$ cat src/rtl/rot_pkg.sv
// Shared definitions for the rotate DMA controller: FSM states, AHB encodings
// and the pixel byte-address helper.
package rot_pkg;

    typedef enum logic [2:0] {
        StIdle    = 3'd0,
        StRdReq   = 3'd1,
        StRdBurst = 3'd2,
        StShuffle = 3'd3,
        StWrReq   = 3'd4,
        StWrBurst = 3'd5,
        StNext    = 3'd6,
        StFin     = 3'd7
    } dctl_state_e;

    localparam logic [1:0] HTRANS_IDLE   = 2'b00;
    localparam logic [1:0] HTRANS_NONSEQ = 2'b10;
    localparam logic [1:0] HTRANS_SEQ    = 2'b11;

    localparam logic [2:0] HSIZE_WORD = 3'b010;

    localparam int unsigned BYTES_PER_PIX = 3;

    // Byte address of the first (R) channel of a pixel in a buffer
    function automatic logic [7:0] pix_addr(input logic [7:0] pix);
        return 8'(BYTES_PER_PIX * pix);
    endfunction

endpackage

$ cat src/rtl/rot_beat_cnt.sv
// AHB beat tracker: counts accepted address beats and completed data beats of
// one burst and flags the cycle in which the last data beat completes.
module rot_beat_cnt
    import rot_pkg::*;
#(
    parameter int unsigned BEATS = 12
) (
    input  logic       clk,
    input  logic       rst,
    input  logic       clr,
    input  logic       en,
    input  logic [1:0] htrans,
    input  logic       hready,
    output logic [4:0] d_cnt,
    output logic       dp,
    output logic       burst_done
);

    localparam logic [4:0] BEATS_W = 5'(BEATS);
    localparam logic [4:0] LAST    = 5'(BEATS - 1);

    logic [4:0] a_q;
    logic [4:0] d_q;
    logic       dp_q;
    logic       addr_req;
    logic       addr_acc;
    logic       data_done;

    // Only NONSEQ/SEQ transfers carry an address beat
    always_comb begin
        addr_req = 1'b0;
        case (htrans)
            HTRANS_NONSEQ, HTRANS_SEQ: addr_req = 1'b1;
            HTRANS_IDLE:               addr_req = 1'b0;
            default:                   addr_req = 1'b0;
        endcase
    end

    // Address beats beyond the burst length are never counted
    assign addr_acc   = en & hready & addr_req & (a_q != BEATS_W);
    assign data_done  = en & hready & dp_q;
    assign burst_done = data_done & (d_q == LAST);

    // Beat counters and data-phase pending flag
    always_ff @(posedge clk) begin
        if (rst || clr) begin
            a_q  <= 5'd0;
            d_q  <= 5'd0;
            dp_q <= 1'b0;
        end else begin
            if (addr_acc) begin
                a_q <= a_q + 5'd1;
            end
            if (data_done) begin
                d_q <= d_q + 5'd1;
            end
            if (addr_acc) begin
                dp_q <= 1'b1;
            end else if (data_done) begin
                dp_q <= 1'b0;
            end
        end
    end

    assign d_cnt = d_q;
    assign dp    = dp_q;

endmodule

$ cat src/rtl/rot_dma_ctrl.sv
// Rotate DMA sequencer: per tile, read burst -> pixel shuffle -> write burst.
// Optional watchdog enabled by defining ROT_DCTL_TIMEOUT_EN.
module rot_dma_ctrl
    import rot_pkg::*;
#(
    parameter int unsigned BEATS  = 12,
    parameter int unsigned RD_LAT = 1
) (
    input  logic        I_DCTL_HCLK,
    input  logic        I_DCTL_HRESET,
    input  logic        I_DCTL_START,
    input  logic [31:0] I_DCTL_SRC_BASE,
    input  logic [31:0] I_DCTL_DST_BASE,
    input  logic [15:0] I_DCTL_NTILES,
    input  logic        I_DCTL_DIR,
    input  logic [1:0]  I_DCTL_HTRANS,
    input  logic        I_DCTL_HREADY,
    output logic        O_DCTL_DMA_START,
    output logic [31:0] O_DCTL_DMA_ADDR,
    output logic [4:0]  O_DCTL_DMA_COUNT,
    output logic [2:0]  O_DCTL_DMA_SIZE,
    output logic        O_DCTL_DMA_WRITE,
    output logic [7:0]  O_DCTL_IN_ADDR0,
    output logic [7:0]  O_DCTL_IN_ADDR1,
    output logic [7:0]  O_DCTL_IN_ADDR2,
    output logic [7:0]  O_DCTL_IN_ADDR3,
    output logic [7:0]  O_DCTL_OUT_ADDRR,
    output logic [7:0]  O_DCTL_OUT_ADDRG,
    output logic [7:0]  O_DCTL_OUT_ADDRB,
    output logic [7:0]  O_DCTL_IN_ADDRR,
    output logic [7:0]  O_DCTL_IN_ADDRG,
    output logic [7:0]  O_DCTL_IN_ADDRB,
    output logic [7:0]  O_DCTL_OUT_ADDR0,
    output logic [7:0]  O_DCTL_OUT_ADDR1,
    output logic [7:0]  O_DCTL_OUT_ADDR2,
    output logic [7:0]  O_DCTL_OUT_ADDR3,
    output logic        O_DCTL_BUSY,
    output logic        O_DCTL_DONE,
    output logic        O_DCTL_ERR
);

    localparam int unsigned PIX        = BEATS * 4 / 3;
    localparam logic [31:0] TILE_BYTES = 32'(4 * BEATS);
    localparam logic [7:0]  PIX8       = 8'(PIX);
    localparam logic [7:0]  PIX_LAST   = 8'(PIX - 1);
    localparam logic [7:0]  RD_LAT8    = 8'(RD_LAT);
    localparam logic [7:0]  SH_LAST    = 8'(PIX + RD_LAT - 1);

    dctl_state_e state_q;
    dctl_state_e state_d;

    logic [31:0] src_q;
    logic [31:0] dst_q;
    logic [15:0] ntiles_q;
    logic        dir_q;
    logic [15:0] t_q;
    logic [15:0] t_next;
    logic [7:0]  sh_q;
    logic        busy_q;
    logic        done_q;

    logic        start_acc;
    logic        in_burst;
    logic        timeout;
    logic [4:0]  d_cnt;
    logic        dp;
    logic        burst_done;
    logic [7:0]  beat_byte;
    logic [15:0] wr_tile;
    logic [31:0] rd_addr;
    logic [31:0] wr_addr;
    logic [7:0]  wr_pix;
    logic [7:0]  dst_pix;
    logic [7:0]  rd_base;
    logic [7:0]  wr_base;

    assign start_acc = (state_q == StIdle) & I_DCTL_START;
    assign in_burst  = (state_q == StRdBurst) || (state_q == StWrBurst);
    assign t_next    = t_q + 16'd1;
    assign beat_byte = {1'b0, d_cnt, 2'b00};

    // Reverse mode writes tiles back to front so whole lines end up rotated
    assign wr_tile = dir_q ? (ntiles_q - 16'd1 - t_q) : t_q;
    assign rd_addr = src_q + 32'(t_q) * TILE_BYTES;
    assign wr_addr = dst_q + 32'(wr_tile) * TILE_BYTES;

    // Output-buffer writes trail input-buffer reads by the read latency
    assign wr_pix  = sh_q - RD_LAT8;
    assign dst_pix = dir_q ? (PIX_LAST - wr_pix) : wr_pix;
    assign rd_base = pix_addr(sh_q);
    assign wr_base = pix_addr(dst_pix);

    rot_beat_cnt #(
        .BEATS (BEATS)
    ) u_beat_cnt (
        .clk        (I_DCTL_HCLK),
        .rst        (I_DCTL_HRESET),
        .clr        (!in_burst),
        .en         (in_burst),
        .htrans     (I_DCTL_HTRANS),
        .hready     (I_DCTL_HREADY),
        .d_cnt      (d_cnt),
        .dp         (dp),
        .burst_done (burst_done)
    );

`ifdef ROT_DCTL_TIMEOUT_EN
    logic [15:0] wdog_q;
    logic        err_q;

    assign timeout = in_burst & (wdog_q == 16'hFFFF);

    // Watchdog restarts on each burst entry and runs while a burst is open
    always_ff @(posedge I_DCTL_HCLK) begin
        if (I_DCTL_HRESET || !in_burst) begin
            wdog_q <= 16'd0;
        end else begin
            wdog_q <= wdog_q + 16'd1;
        end
    end

    // Sticky error, cleared by reset or the next accepted start
    always_ff @(posedge I_DCTL_HCLK) begin
        if (I_DCTL_HRESET) begin
            err_q <= 1'b0;
        end else if (start_acc) begin
            err_q <= 1'b0;
        end else if (timeout) begin
            err_q <= 1'b1;
        end
    end

    assign O_DCTL_ERR = err_q;
`else
    assign timeout    = 1'b0;
    assign O_DCTL_ERR = 1'b0;
`endif

    // State register
    always_ff @(posedge I_DCTL_HCLK) begin
        if (I_DCTL_HRESET) begin
            state_q <= StIdle;
        end else begin
            state_q <= state_d;
        end
    end

    // Next state plus all DMA and buffer-address outputs
    always_comb begin
        state_d          = state_q;
        O_DCTL_DMA_START = 1'b0;
        O_DCTL_DMA_ADDR  = 32'd0;
        O_DCTL_DMA_WRITE = 1'b0;
        O_DCTL_IN_ADDR0  = 8'd0;
        O_DCTL_IN_ADDR1  = 8'd0;
        O_DCTL_IN_ADDR2  = 8'd0;
        O_DCTL_IN_ADDR3  = 8'd0;
        O_DCTL_OUT_ADDRR = 8'd0;
        O_DCTL_OUT_ADDRG = 8'd0;
        O_DCTL_OUT_ADDRB = 8'd0;
        O_DCTL_IN_ADDRR  = 8'd0;
        O_DCTL_IN_ADDRG  = 8'd0;
        O_DCTL_IN_ADDRB  = 8'd0;
        O_DCTL_OUT_ADDR0 = 8'd0;
        O_DCTL_OUT_ADDR1 = 8'd0;
        O_DCTL_OUT_ADDR2 = 8'd0;
        O_DCTL_OUT_ADDR3 = 8'd0;
        case (state_q)
            StIdle: begin
                if (I_DCTL_START) begin
                    state_d = (I_DCTL_NTILES == 16'd0) ? StFin : StRdReq;
                end
            end
            StRdReq: begin
                O_DCTL_DMA_START = 1'b1;
                O_DCTL_DMA_ADDR  = rd_addr;
                state_d          = StRdBurst;
            end
            StRdBurst: begin
                if (dp) begin
                    O_DCTL_IN_ADDR0 = beat_byte;
                    O_DCTL_IN_ADDR1 = beat_byte + 8'd1;
                    O_DCTL_IN_ADDR2 = beat_byte + 8'd2;
                    O_DCTL_IN_ADDR3 = beat_byte + 8'd3;
                end
                if (burst_done) begin
                    state_d = StShuffle;
                end
            end
            StShuffle: begin
                if (sh_q < PIX8) begin
                    O_DCTL_OUT_ADDRR = rd_base;
                    O_DCTL_OUT_ADDRG = rd_base + 8'd1;
                    O_DCTL_OUT_ADDRB = rd_base + 8'd2;
                end
                if (sh_q >= RD_LAT8) begin
                    O_DCTL_IN_ADDRR = wr_base;
                    O_DCTL_IN_ADDRG = wr_base + 8'd1;
                    O_DCTL_IN_ADDRB = wr_base + 8'd2;
                end
                if (sh_q == SH_LAST) begin
                    state_d = StWrReq;
                end
            end
            StWrReq: begin
                O_DCTL_DMA_START = 1'b1;
                O_DCTL_DMA_WRITE = 1'b1;
                O_DCTL_DMA_ADDR  = wr_addr;
                state_d          = StWrBurst;
            end
            StWrBurst: begin
                if (dp) begin
                    O_DCTL_OUT_ADDR0 = beat_byte;
                    O_DCTL_OUT_ADDR1 = beat_byte + 8'd1;
                    O_DCTL_OUT_ADDR2 = beat_byte + 8'd2;
                    O_DCTL_OUT_ADDR3 = beat_byte + 8'd3;
                end
                if (burst_done) begin
                    state_d = StNext;
                end
            end
            StNext: begin
                state_d = (t_next < ntiles_q) ? StRdReq : StFin;
            end
            StFin: begin
                state_d = StIdle;
            end
            default: begin
                state_d = StIdle;
            end
        endcase
        if (timeout) begin
            state_d = StFin;
        end
    end

    // Job configuration, captured only on an accepted start
    always_ff @(posedge I_DCTL_HCLK) begin
        if (I_DCTL_HRESET) begin
            src_q    <= 32'd0;
            dst_q    <= 32'd0;
            ntiles_q <= 16'd0;
            dir_q    <= 1'b0;
        end else if (start_acc) begin
            src_q    <= I_DCTL_SRC_BASE;
            dst_q    <= I_DCTL_DST_BASE;
            ntiles_q <= I_DCTL_NTILES;
            dir_q    <= I_DCTL_DIR;
        end
    end

    // Tile index
    always_ff @(posedge I_DCTL_HCLK) begin
        if (I_DCTL_HRESET || start_acc) begin
            t_q <= 16'd0;
        end else if (state_q == StNext) begin
            t_q <= t_next;
        end
    end

    // Shuffle cycle counter, idle at zero outside the shuffle
    always_ff @(posedge I_DCTL_HCLK) begin
        if (I_DCTL_HRESET || (state_q != StShuffle)) begin
            sh_q <= 8'd0;
        end else begin
            sh_q <= sh_q + 8'd1;
        end
    end

    // Busy/done: done pulses on the same edge that drops busy
    always_ff @(posedge I_DCTL_HCLK) begin
        if (I_DCTL_HRESET) begin
            busy_q <= 1'b0;
            done_q <= 1'b0;
        end else begin
            done_q <= (state_q == StFin);
            if (start_acc) begin
                busy_q <= 1'b1;
            end else if (state_q == StFin) begin
                busy_q <= 1'b0;
            end
        end
    end

    assign O_DCTL_BUSY      = busy_q;
    assign O_DCTL_DONE      = done_q;
    assign O_DCTL_DMA_COUNT = 5'(BEATS);
    assign O_DCTL_DMA_SIZE  = HSIZE_WORD;

endmodule

$ cat config.mk
export PLATFORM = sky130hd
export DESIGN_NAME = rot_dma_ctrl
export DESIGN_NICKNAME = d
export VERILOG_FILES = /design/src/rtl/rot_pkg.sv /design/src/rtl/rot_beat_cnt.sv /design/src/rtl/rot_dma_ctrl.sv
export SDC_FILE = /design/constraint.sdc
export NUM_CORES = 1
export LEC_CHECK = 0
export ABC_AREA = 1
export CORE_ASPECT_RATIO = 1.25
export CORE_MARGIN = 5
export CORE_UTILIZATION = 40
export DETAILED_ROUTE_END_ITERATION = 6
export PLACE_DENSITY = 0.71
export SKIP_LAST_GASP = 1
export SLEW_MARGIN = 10
export SYNTH_ARGS = -nofsm -noshare
export SYNTH_HDL_FRONTEND = slang
export SYNTH_HIERARCHICAL = 1
export SYNTH_SLANG_ARGS = --single-unit
$ cat constraint.sdc
create_clock -name I_DCTL_HCLK -period 7.7 [get_ports I_DCTL_HCLK]
set_input_delay 1.925 -clock I_DCTL_HCLK [delete_from_list [all_inputs] [get_ports I_DCTL_HCLK]]
set_output_delay 1.925 -clock I_DCTL_HCLK [all_outputs]
set_load 0.01 [all_outputs]
* After elaboration in Yosys (flattened, before gate mapping)
Index checks and enable logic that the tools add are counted.
Storage, ports and cells: flip-flop bits (word level) 121, input port bits 87, output and inout port bits 157, logic and storage cells 112
Cells by class: add/subtract/negate cells 17, multiply operators 4, $lt $le $gt $ge 3, equal/unequal tests 17, mux-type cells 41, bitwise operators 6, reductions and logical operators 12
Operators by type and width (number):
- 8-bit 2-to-1 mux | 22
- 32-bit by 22-bit adder with 32-bit output | 2
- 32-bit one-hot mux with 2 select lines | 1
- 16-bit by 2-bit multiplier with 18-bit output (second input constant) | 2
- 8-bit by 1-bit adder with 8-bit output (second input constant) | 3
- 3-bit one-hot mux with 8 select lines | 1
- 7-bit 2-to-1 mux | 3
- 3-bit 2-to-1 mux | 6
- 16-bit by 1-bit adder with 16-bit output (second input constant) | 1
- 7-bit by 2-bit adder with 8-bit output (second input constant) | 2
- 8-bit by 2-bit adder with 8-bit output (second input constant) | 2
- 16-bit zero test | 1
- 16-bit less-than comparator | 1
- 2-bit by 8-bit multiplier with 8-bit output (first input constant) | 2
- 16-bit 2-to-1 mux | 1
- 16-bit by 1-bit subtractor with 16-bit output (second input constant) | 1
- 16-bit subtractor | 1
- 3-bit equality test (second input constant) | 4
- 5-bit by 1-bit adder with 5-bit output (second input constant) | 2
- 7-bit by 1-bit adder with 8-bit output (second input constant) | 1
- 8-bit by 5-bit equality test with 1-bit output (second input constant) | 1
- 8-bit by 1-bit >= comparator with 1-bit output (second input constant) | 1
- 8-bit by 5-bit less-than comparator with 1-bit output (second input constant) | 1
- 2-bit != test (second input constant) | 4
- other kinds (16) | 34

* Longest topological paths before layout
Gate-level depths: netlist of the first run.
word-level depth 7, gate-level depth with buffers 35, mapped depth without buffers 35

* By module
Netlist of the first run, hierarchy kept.
By module, submodules not included:
- rot_dma_ctrl | instances 1, cells an instance 1848, area an instance 11793.8 µm², sequential area each 2202.1 µm²
- rot_beat_cnt | instances 1, cells an instance 88, area an instance 603.1 µm², sequential area each 220.2 µm²

* Worst setup path after synthesis of the first run
Ideal clock, no wire load.
path type register -> output, start reg t_q[0], end out O_DCTL_DMA_ADDR[30], arrival 4.311 ns, setup slack 1.464 ns, stages on the path, launching flop included 27, cell sequence dfxtp_1 -> inv_1 -> ha_1 -> inv_1 -> fa_1 -> o21ai_0 -> ha_1 -> fa_1 -> nand3_1 -> nand3_1 -> a21oi_1 -> o21bai_1 -> a21oi_1 -> o21bai_1 -> nand2_1 -> nand2_2 -> xor2_1 -> ha_1 -> a21oi_1 -> o21ai_0 -> a21oi_1 -> o21ai_1 -> a21oi_1 -> nor2_1 -> a21oi_1 -> o21ai_0 -> o21ai_0
On the way: word-level cells in the longest chain between the ends 5
Ends and longest elaborated chain:
- from (decl) | line rot_dma_ctrl.sv:56 | logic [15:0] t_q;
- from (signal assigned) | line rot_dma_ctrl.sv:257 | t_q <= t_next;
- 16-bit subtractor | line rot_dma_ctrl.sv:83 | assign wr_tile = dir_q ? (ntiles_q - 16'd1 - t_q) : t_q;
- 16-bit 2-to-1 mux | line rot_dma_ctrl.sv:83
- 16-bit by 2-bit multiplier with 18-bit output | line rot_dma_ctrl.sv:85 | assign wr_addr = dst_q + 32'(wr_tile) * TILE_BYTES;
- 32-bit by 22-bit adder with 32-bit output | line rot_dma_ctrl.sv:85
- 32-bit one-hot mux with 2 select lines * | line rot_dma_ctrl.sv:168 | case (state_q)
- to (decl) | line rot_dma_ctrl.sv:19 | output logic [31:0] O_DCTL_DMA_ADDR,
Mark *: on every way between the ends. The rest lies on a longest branch, timed or not.

* Worst setup path in the final report of the first run
start reg t_q[2], end out O_DCTL_DMA_ADDR[23]
Same word-level chain as after synthesis.

==> metrics.log, run 1 <==
INFO  metric final-setup-viol-count = 0
INFO  metric dp_hpwl = 31300 um
INFO  metric synth_top_cell_area_share = 19.5%
INFO  metric worstMarginPinSlew = 932 ps
INFO  metric net-switching-power = roughly 0.0021 W
INFO  metric fp.dieH = 207 um
INFO  metric clock_tree_from_tritoncts = yes
INFO  metric finalNetCount = 2332
INFO  metric switching_share = 48.5%
INFO  metric syn-instance-count = ~1900
INFO  metric layout_common_cells = nand2_1 (384), inv_1 (261), a21oi_1 (215)
INFO  metric use_met2 = 40.5%
INFO  metric final.min_clock_period = 7650 ps
INFO  metric ys_ff_latch = 121
INFO  metric synth_enable_flop_cells = 0
INFO  metric timing_worst_setup_path_type = flop to output pin
INFO  metric clkSinkCount = between 100 and 150
INFO  metric crit_start_category = flop
INFO  metric vias_per_cell = 5.23
INFO  metric placement.cell_area = 14600 um^2
INFO  metric drt.antenna.violating_nets = 0
INFO  metric ctsLongestPathBuffers = 2
INFO  metric layout-area-overhead-vs-synth = 24.8%
INFO  metric use_met1 = 25.8%
INFO  metric clock_network_fraction_of_design_power = 19.8%
INFO  metric design_power_total = 0.00425 W
INFO  metric overflow = 0
INFO  metric synth.area.top_cells = dfxtp_1 (20%), ha_1 (14%), nand2_1 (12%)
INFO  metric power_per_cell_area = 275 nW/um^2
INFO  metric fp.dieW = 167 um
INFO  metric post_synth_and_or_nand_nor_area_fraction = 26.8%
INFO  metric yosysUniqueCellTypes = 54
INFO  metric dominant_register_cell_in_the_synthesized_netlist = dfxtp_1
INFO  metric clock-root-buffer = clkbuf_16
INFO  metric drt-wirelength-per-cell = 15.7 um
INFO  metric achievable-frequency = 131 MHz
INFO  metric track_usage = between 20% and 30%
INFO  metric hold_path_class = flop to flop
INFO  metric mux_share_of_post_synthesis_cell_area = 0%
INFO  metric report.final.hold_viol_count = 0
INFO  metric clock_skew = 11.1 ps
INFO  metric reg2reg_setup_slack = 4630 ps
INFO  metric critical_path_most_common_cell = nand2_1
INFO  metric dr_total_vias = between 10000 and 15000
INFO  metric internal_dissipation = 0.00219 W
INFO  metric core.rowCount = 72
INFO  metric yosys.area_share.xor_xnor = about 6%
INFO  metric avgSynthCellArea = 6.40 um^2
INFO  metric groute.layer.met3.usage = 4.29%
INFO  metric timing.critical_path.to_type = output pin
INFO  metric layout.cells.most_common = nand2_1
INFO  metric grt_antenna_before_repair = 0
INFO  metric maxCapViolations = 0
INFO  metric seq_area_frac_synth = 19.5%
INFO  metric synth_area_leader_cell = dfxtp_1
INFO  metric ir_drop = 0.000159 V
INFO  metric die_area = roughly 35000 um^2
INFO  metric num_antenna_cells = 0
INFO  metric power.static_leakage = 7.04 nW
INFO  metric worst_ep_arrival_time = 5730 ps
INFO  metric unrepaired_setup_endpoints_after_global_routing = true
INFO  metric synthesis.area = 12400 um^2
INFO  metric post-route-cell-area = 15500 um^2
INFO  metric async_reset_ff_share = 0%
INFO  metric drt_drc_violations_left = 0
INFO  metric timing.max_slew.rel_slack = 37.9%
INFO  metric initial_core_util = about two fifths
INFO  metric cts-htree-levels = 4
INFO  metric core_area = 30800 um^2
INFO  metric flop_pwr_share = 20.0%
INFO  metric num_io_pins = 244
INFO  metric buffer_ports.inserted = 217
INFO  metric critical_path_required = 5780 ps
INFO  metric final_layout_size_suffix_gt1_share = 6.91%
INFO  metric cts.clk_slew.worst_paths = about 60 ps
INFO  metric cts-hold-fix-buffers = 0
INFO  metric grt_pass1_wl = 63000 um
INFO  metric main_combinational_cell_family_by_area_after_synthesis = simple AND/OR/NAND/NOR gates
INFO  metric drv_slew = 0
INFO  metric post-route-worst-setup-slack = 47.0 ps
INFO  metric detailedRoute.firstIterationViolations = 800
INFO  metric synth_warnings = 6
INFO  metric busiest_layer = met2
INFO  metric first_pass_iters = 5
INFO  metric gp_congestion = roughly 0.97
INFO  metric grt_pass1_vias = around 13000
INFO  metric area_fraction_in_compound_gates_after_synthesis = 19.2%
INFO  metric clkLatencyLatePin = 430 ps
INFO  metric run_status = finished, final reports clean
INFO  metric wirelength = ~40000 um
INFO  metric largest_net_degree_at_the_start_of_global_routing = 92
INFO  metric critical-path-max-stage-delay = 540 ps
INFO  metric cts_made_buffers = 17
INFO  metric p_comb_share = 60.2%
INFO  metric critPathSlowestCell = clkdlybuf4s50_1
INFO  metric fillers = 3115
INFO  metric synth-adder-area-share = 14.9%
INFO  metric timing.final.crit_share = 99.4%
INFO  metric post_place_worst_slack = about 150 ps
INFO  metric worstPathMaxFanout = 7
==> stage by stage <==
stage	util [%]	hold slack (ps)	instances	TNS, ps
6_report	50.2	459	2521	0
5_1_grt	50.2	484	2521	-746
4_1_cts	49.6	460	2519	0
3_5_place_dp	47.4	453	2486	0
3_3_place_gp	47.4	441	2486	0
2_1_floorplan	-	430	1959	0
==> routing by layer <==
metal | wire length (um) | vias up
met5 | 0 | -
met4 | 1380 | 0
met3 | 2430 | 84
met2 | 19200 | 452
met1 | 16600 | 6015
li1 | - | 6631
==> final timing paths <==
check | depth (start not counted) | from | end
setup reg to reg | 13 | t_q[1]$_SDFFE_PP0P_ | state_q[2]$_SDFFE_PP0P_
hold / removal | 2 | src_q[3]$_SDFFE_PP0P_ | src_q[3]$_SDFFE_PP0P_
setup / recovery | 31 | t_q[2]$_SDFFE_PP0P_ | O_DCTL_DMA_ADDR[23]
hold reg to reg | 2 | src_q[3]$_SDFFE_PP0P_ | src_q[3]$_SDFFE_PP0P_
==> flip-flops by register name (all words and copies together) (netlist names) <==
| signal | cells |
|---|---|
| O_DCTL_BUSY | 1 |
| O_DCTL_DONE | 1 |
| dir_q | 1 |
| dst_q | 32 |
| ntiles_q | 16 |
| sh_q | 8 |
| src_q | 32 |
| state_q | 3 |
| t_q | 16 |
| u_beat_cnt/a_q | 5 |
| u_beat_cnt/d_cnt | 5 |
| u_beat_cnt/dp | 1 |
==> worst max-delay path: cells and delay by family, from the launching register on <==
| kind | cells | cell delay [ps] |
|---|---|---|
| adders and majority gates | 3 | 1010 |
| and+or+nand+nor | 19 | 1990 |
| DFF | 1 | 400 |
| xor gates and xnor gates | 1 | 170 |
| AOI/OAI and AO/OA | 5 | 980 |
| buffers and inverters | 3 | 710 |
==> synth_stat cells (all sizes together), types with 4 or more instances <==
master  instances
nand2         401
inv           267
a21oi         221
nor2          170
o21ai         148
ha            136
nand3         128
dfxtp         121
buf            77
xor2           63
clkbuf         36
nand4          26
xnor2          19
nor3           17
a31oi          16
o22ai          12
o21bai         11
nor4           10
or2             9
a211oi          7
fa              7
a21o            5
o21a            4
==> repair_timing <==
item	in CTS	in global routing
buffers inserted	2	2
resized for setup	21	44
pin swaps	2	4
hold endpoints to repair	0	0
cloned	0	0
endpoints found under the setup margin	15	17
==> logic make-up after synthesis <==
| group | Yosys count |
|---|---|
| fa+ha+maj | 143 |
| xor+xnor | 82 |
| flops | 121 |
| simple gates | 769 |
| buf+inv | 381 |
| compound gates | 438 |
| other cells | 2 |
==> power by group through the flow <==
stage | clock network (W) | registers [W] | logic, W
after CTS | 0.000854 | 0.000847 | 0.00246
after global placement | 0 | 0.000856 | 0.00237
after detailed placement | 0 | 0.000858 | 0.00241
final | 0.000843 | 0.000851 | 0.00256
after global routing | 0.000883 | 0.000864 | 0.00286
after floorplan | 0 | 0.000822 | 0.00177
==> final cells by class <==
class	instances	area (um^2)	share of cell area [%]
clock buffer	17	425	2.75
clock inverter	14	175	1.13
timing repair buffer	237	2340	15.1
inverter	268	1010	6.50
tap	407	509	3.29
sequential	121	2430	15.7
multi-input combinational	1457	8590	55.5
No activity file was read; power rests on OpenSTA's default activity.
==> run 2, diff against run 1 <==
Settings changed: ABC_AREA 1 to not set, PLACE_DENSITY 0.71 to 0.72.
==> run 2 against run 1 <==
The run now ends with negative setup slack left. First-iteration DRC count grew 2.0%. Register-to-register slack lost 350 ps. Synthesized area shrank 5.9%. Sequential power shrank 3.6%. Power shrank 19%. Sequential cell count is the same. Clock power grew 4.0%. Hold slack lost 1.1 ps. Die area shrank 5.6%.
==> metrics.log, run 2 <==
INFO  metric gp_congestion = 0.904 (was 0.973)
INFO  metric core_area = 29000 um^2 (was 30800 um^2)
INFO  metric worstPathMaxFanout = 5 (was 7)
INFO  metric drt_drc_violations_left = 0 (unchanged)
INFO  metric cts-hold-fix-buffers = 0 (unchanged)
INFO  metric avgSynthCellArea = 7.40 um^2 (was 6.40 um^2)
INFO  metric layout.cells.most_common = nand2_1 (unchanged)
INFO  metric final.min_clock_period = 7720 ps (was 7650 ps)
INFO  metric buffer_ports.inserted = 217 (unchanged)
INFO  metric seq_area_frac_synth = 20.8% (was 19.5%)
INFO  metric grt_antenna_before_repair = 0 (unchanged)
INFO  metric ys_ff_latch = 121 (unchanged)
INFO  metric vias_per_cell = 5.17 (was 5.23)
INFO  metric critical-path-max-stage-delay = 400 ps (was 540 ps)
INFO  metric unrepaired_setup_endpoints_after_global_routing = true (unchanged)
INFO  metric worstMarginPinSlew = 1040 ps (was 932 ps)
INFO  metric async_reset_ff_share = 0% (unchanged)
INFO  metric run_status = complete, but fails checks (was finished, final reports clean)
INFO  metric worst_ep_arrival_time = 5790 ps (was 5730 ps)
INFO  metric grt_pass1_vias = 11100 (was 12900)
INFO  metric ys_top_cells_by_count = nand2_1 (253), a21oi_1 (170), ha_1 (136), dfxtp_1 (121), nor2_1 (112) (was nand2_1 (386), inv_1 (261), a21oi_1 (219), nor2_1 (163), o21ai_0 (138))
INFO  metric synth_warnings = 6 (unchanged)
INFO  metric layout_common_cells = nand2_1 (251), clkdlybuf4s50_1 (199), a21oi_1 (162) (was nand2_1 (384), inv_1 (261), a21oi_1 (215))
INFO  metric setup_tns = -53.4 ps (was 0 ps)
INFO  metric timing.max_slew.rel_slack = 30.8% (was 37.9%)
INFO  metric track_usage = 20.1% (was 22.1%)
INFO  metric maxCapViolations = 0 (unchanged)
INFO  metric first_pass_iters = 5 (unchanged)
INFO  metric drt.antenna.violating_nets = 0 (unchanged)
INFO  metric overflow = 0 (unchanged)
INFO  metric clock_tree_from_tritoncts = yes (unchanged)
INFO  metric post-route-worst-setup-slack = -16.0 ps (was 47.0 ps)
INFO  metric drv_slew = 0 (unchanged)
INFO  metric violated_checks = negative setup slack
INFO  metric detailedRoute.firstIterationViolations = 816 (was 800)
INFO  metric timing.critical_path.to_type = output pin (unchanged)
INFO  metric cts_made_buffers = 17 (unchanged)
INFO  metric crit_start_category = flop (unchanged)
INFO  metric cts-htree-levels = 4 (unchanged)
INFO  metric clock_skew = 8.23 ps (was 11.1 ps)
INFO  metric report.final.hold_viol_count = 0 (unchanged)
INFO  metric critical_path_required = 5780 ps (about the same)
INFO  metric layout_top_registers = dst_q: 32 flops, src_q: 32 flops (unchanged)
INFO  metric core.rowCount = 70 (was 72)
INFO  metric synth.area.top_cells = dfxtp_1 (21%), ha_1 (15%), nand2_1 (8.1%) (was dfxtp_1 (20%), ha_1 (14%), nand2_1 (12%))
INFO  metric dr_total_vias = 11500 (was 13200)
INFO  metric final_layout_size_suffix_gt1_share = 11.8% (was 6.91%)
INFO  metric fillers = 2693 (was 3115)
INFO  metric layout-area-overhead-vs-synth = 31.6% (was 24.8%)
INFO  metric grt_pass1_wl = 54800 um (was 63000 um)
INFO  metric fp.dieH = 201 um (was 207 um)
INFO  metric initial_core_util = 40.2% (about the same)
INFO  metric dominant_register_cell_in_the_synthesized_netlist = dfxtp_1 (unchanged)
INFO  metric yosysMostFrequentCell = nand2_1 (unchanged)
INFO  metric synth_enable_flop_cells = 0 (unchanged)
INFO  metric yosysUniqueCellTypes = 81 (was 54)
INFO  metric ctsLongestPathBuffers = 2 (unchanged)
INFO  metric drt-wirelength-per-cell = 15.7 um (about the same)
INFO  metric power_per_cell_area = 224 nW/um^2 (was 275 nW/um^2)
INFO  metric clkSinkCount = 121 (unchanged)
INFO  metric wirelength = 34900 um (was 39600 um)
INFO  metric finalNetCount = 2043 (was 2332)
INFO  metric fp.dieW = 163 um (was 167 um)
INFO  metric synthesis.area = 11700 um^2 (was 12400 um^2)
INFO  metric dp_hpwl = 27000 um (was 31300 um)
INFO  metric synth_top_cell_area_share = 20.8% (was 19.5%)
INFO  metric die_area = 32700 um^2 (was 34600 um^2)
INFO  metric clock-root-buffer = clkbuf_16 (unchanged)
INFO  metric final_core_util = 52.9% (was 50.2%)
INFO  metric critical_path_most_common_cell = buf_4 (was nand2_1)
INFO  metric num_antenna_cells = 0 (unchanged)
INFO  metric power.static_leakage = 6.45 nW (was 7.04 nW)
INFO  metric timing.final.crit_share = 100% (was 99.4%)
INFO  metric critPathSlowestCell = or3_4 (was clkdlybuf4s50_1)
INFO  metric achievable-frequency = 130 MHz (was 131 MHz)
INFO  metric hold_path_class = flop to flop (unchanged)
INFO  metric syn-instance-count = 1576 (was 1936)
INFO  metric largest_net_degree_at_the_start_of_global_routing = 83 (was 92)
INFO  metric clkLatencyLatePin = 420 ps (was 430 ps)
INFO  metric ir_drop = 0.000149 V (was 0.000159 V)
INFO  metric final-setup-viol-count = 4 (was 0)
INFO  metric num_io_pins = 244 (unchanged)
INFO  metric cts.clk_slew.worst_paths = 60 ps (about the same)
INFO  metric synth_area_leader_cell = dfxtp_1 (unchanged)
INFO  metric timing.hold.ws = 458 ps (was 459 ps)
INFO  metric timing_worst_setup_path_type = flop to output pin (unchanged)
[run 2: changes by cell type in the layout (fill, tap and decap cells not counted), moves of 53 or more]
cell     delta
o21ai_0    -79
a21oi_1    -53
xnor2_1    +73
buf_4      +74
inv_1     -169
nor2_1     -53
nand2_1   -133
nand3_1    -83
[run 2: per-stage QoR]
step | worst slack, ps | instances | instance area [um^2] | total power (W)
floorplan | 252 | 1599 | 11700 | 0.00192
detailed placement | -414 | 2179 | 14400 | 0.00248
global route | -262 | 2221 | 15300 | 0.00365
CTS | -82.5 | 2213 | 15100 | 0.00339
finish | -16.0 | 2221 | 15300 | 0.00344
global placement | -366 | 2179 | 14400 | 0.00244
[run 2: worst max-delay path: cells and delay by family (launching register included)]
kind	cells	cell delay, ps
flops	1	340
fa+ha+maj	4	940
compound gates	11	2120
xor+xnor	2	260
buf+inv	6	720
simple gates	6	980
[run 2: kinds of logic (layout without fill, tap and decap cells)]
kind of cell	after synthesis	in the layout	synth area share (%)
buffers and inverters	214	440	8.95
muxes	7	7	0.622
and+or+nand+nor	555	555	21.9
xor gates and xnor gates	149	149	11.2
other	2	25	0.0644
DFF	121	121	20.8
adders and majority gates	143	143	15.8
AOI/OAI and AO/OA	385	385	20.7
[run 2: path summary, 6_finish.rpt]
check	endpoint	startpoint	slack (ps)	depth (start not counted)
worst max-delay path	O_DCTL_DMA_ADDR[25]	t_q[0]$_SDFFE_PP0P_	-20	29
worst min-delay path	dst_q[2]$_SDFFE_PP0P_	dst_q[2]$_SDFFE_PP0P_	460	2
worst min register to register	dst_q[2]$_SDFFE_PP0P_	dst_q[2]$_SDFFE_PP0P_	460	2
worst max register to register	state_q[1]$_SDFFE_PP0P_	t_q[1]$_SDFFE_PP0P_	4280	17
[run 2: where the power goes]
group          leakage [nW]  internal [W]  switching [W]
registers             0.986      0.000718       0.000101
logic                  5.16      0.000760       0.000987
clock network         0.304      0.000565       0.000311
total                  6.45       0.00204        0.00140
[run 2: cell type report]
class	instances	area (um^2)	area share (%)
inverter	95	357	2.32
timing repair buffer	314	2850	18.5
clock buffer	20	467	3.04
multi-input combinational	1264	8590	56.0
sequential	121	2420	15.8
clock inverter	11	170	1.11
tap	396	495	3.23
[run 2: timing repair]
item / CTS / global route
pin swaps: 27 / 35
gates resized for setup: 84 / 38
buffers inserted: 3 / 8
endpoints found under the setup margin: 17 / 18
[run 2: per-layer routing]
layer | global-route usage [%] | routed length, um
met3 | 3.84 | 2090
met5 | 0 | 0
met1 | 23.6 | 14600
met4 | 6.44 | 919
met2 | 36.6 | 17400
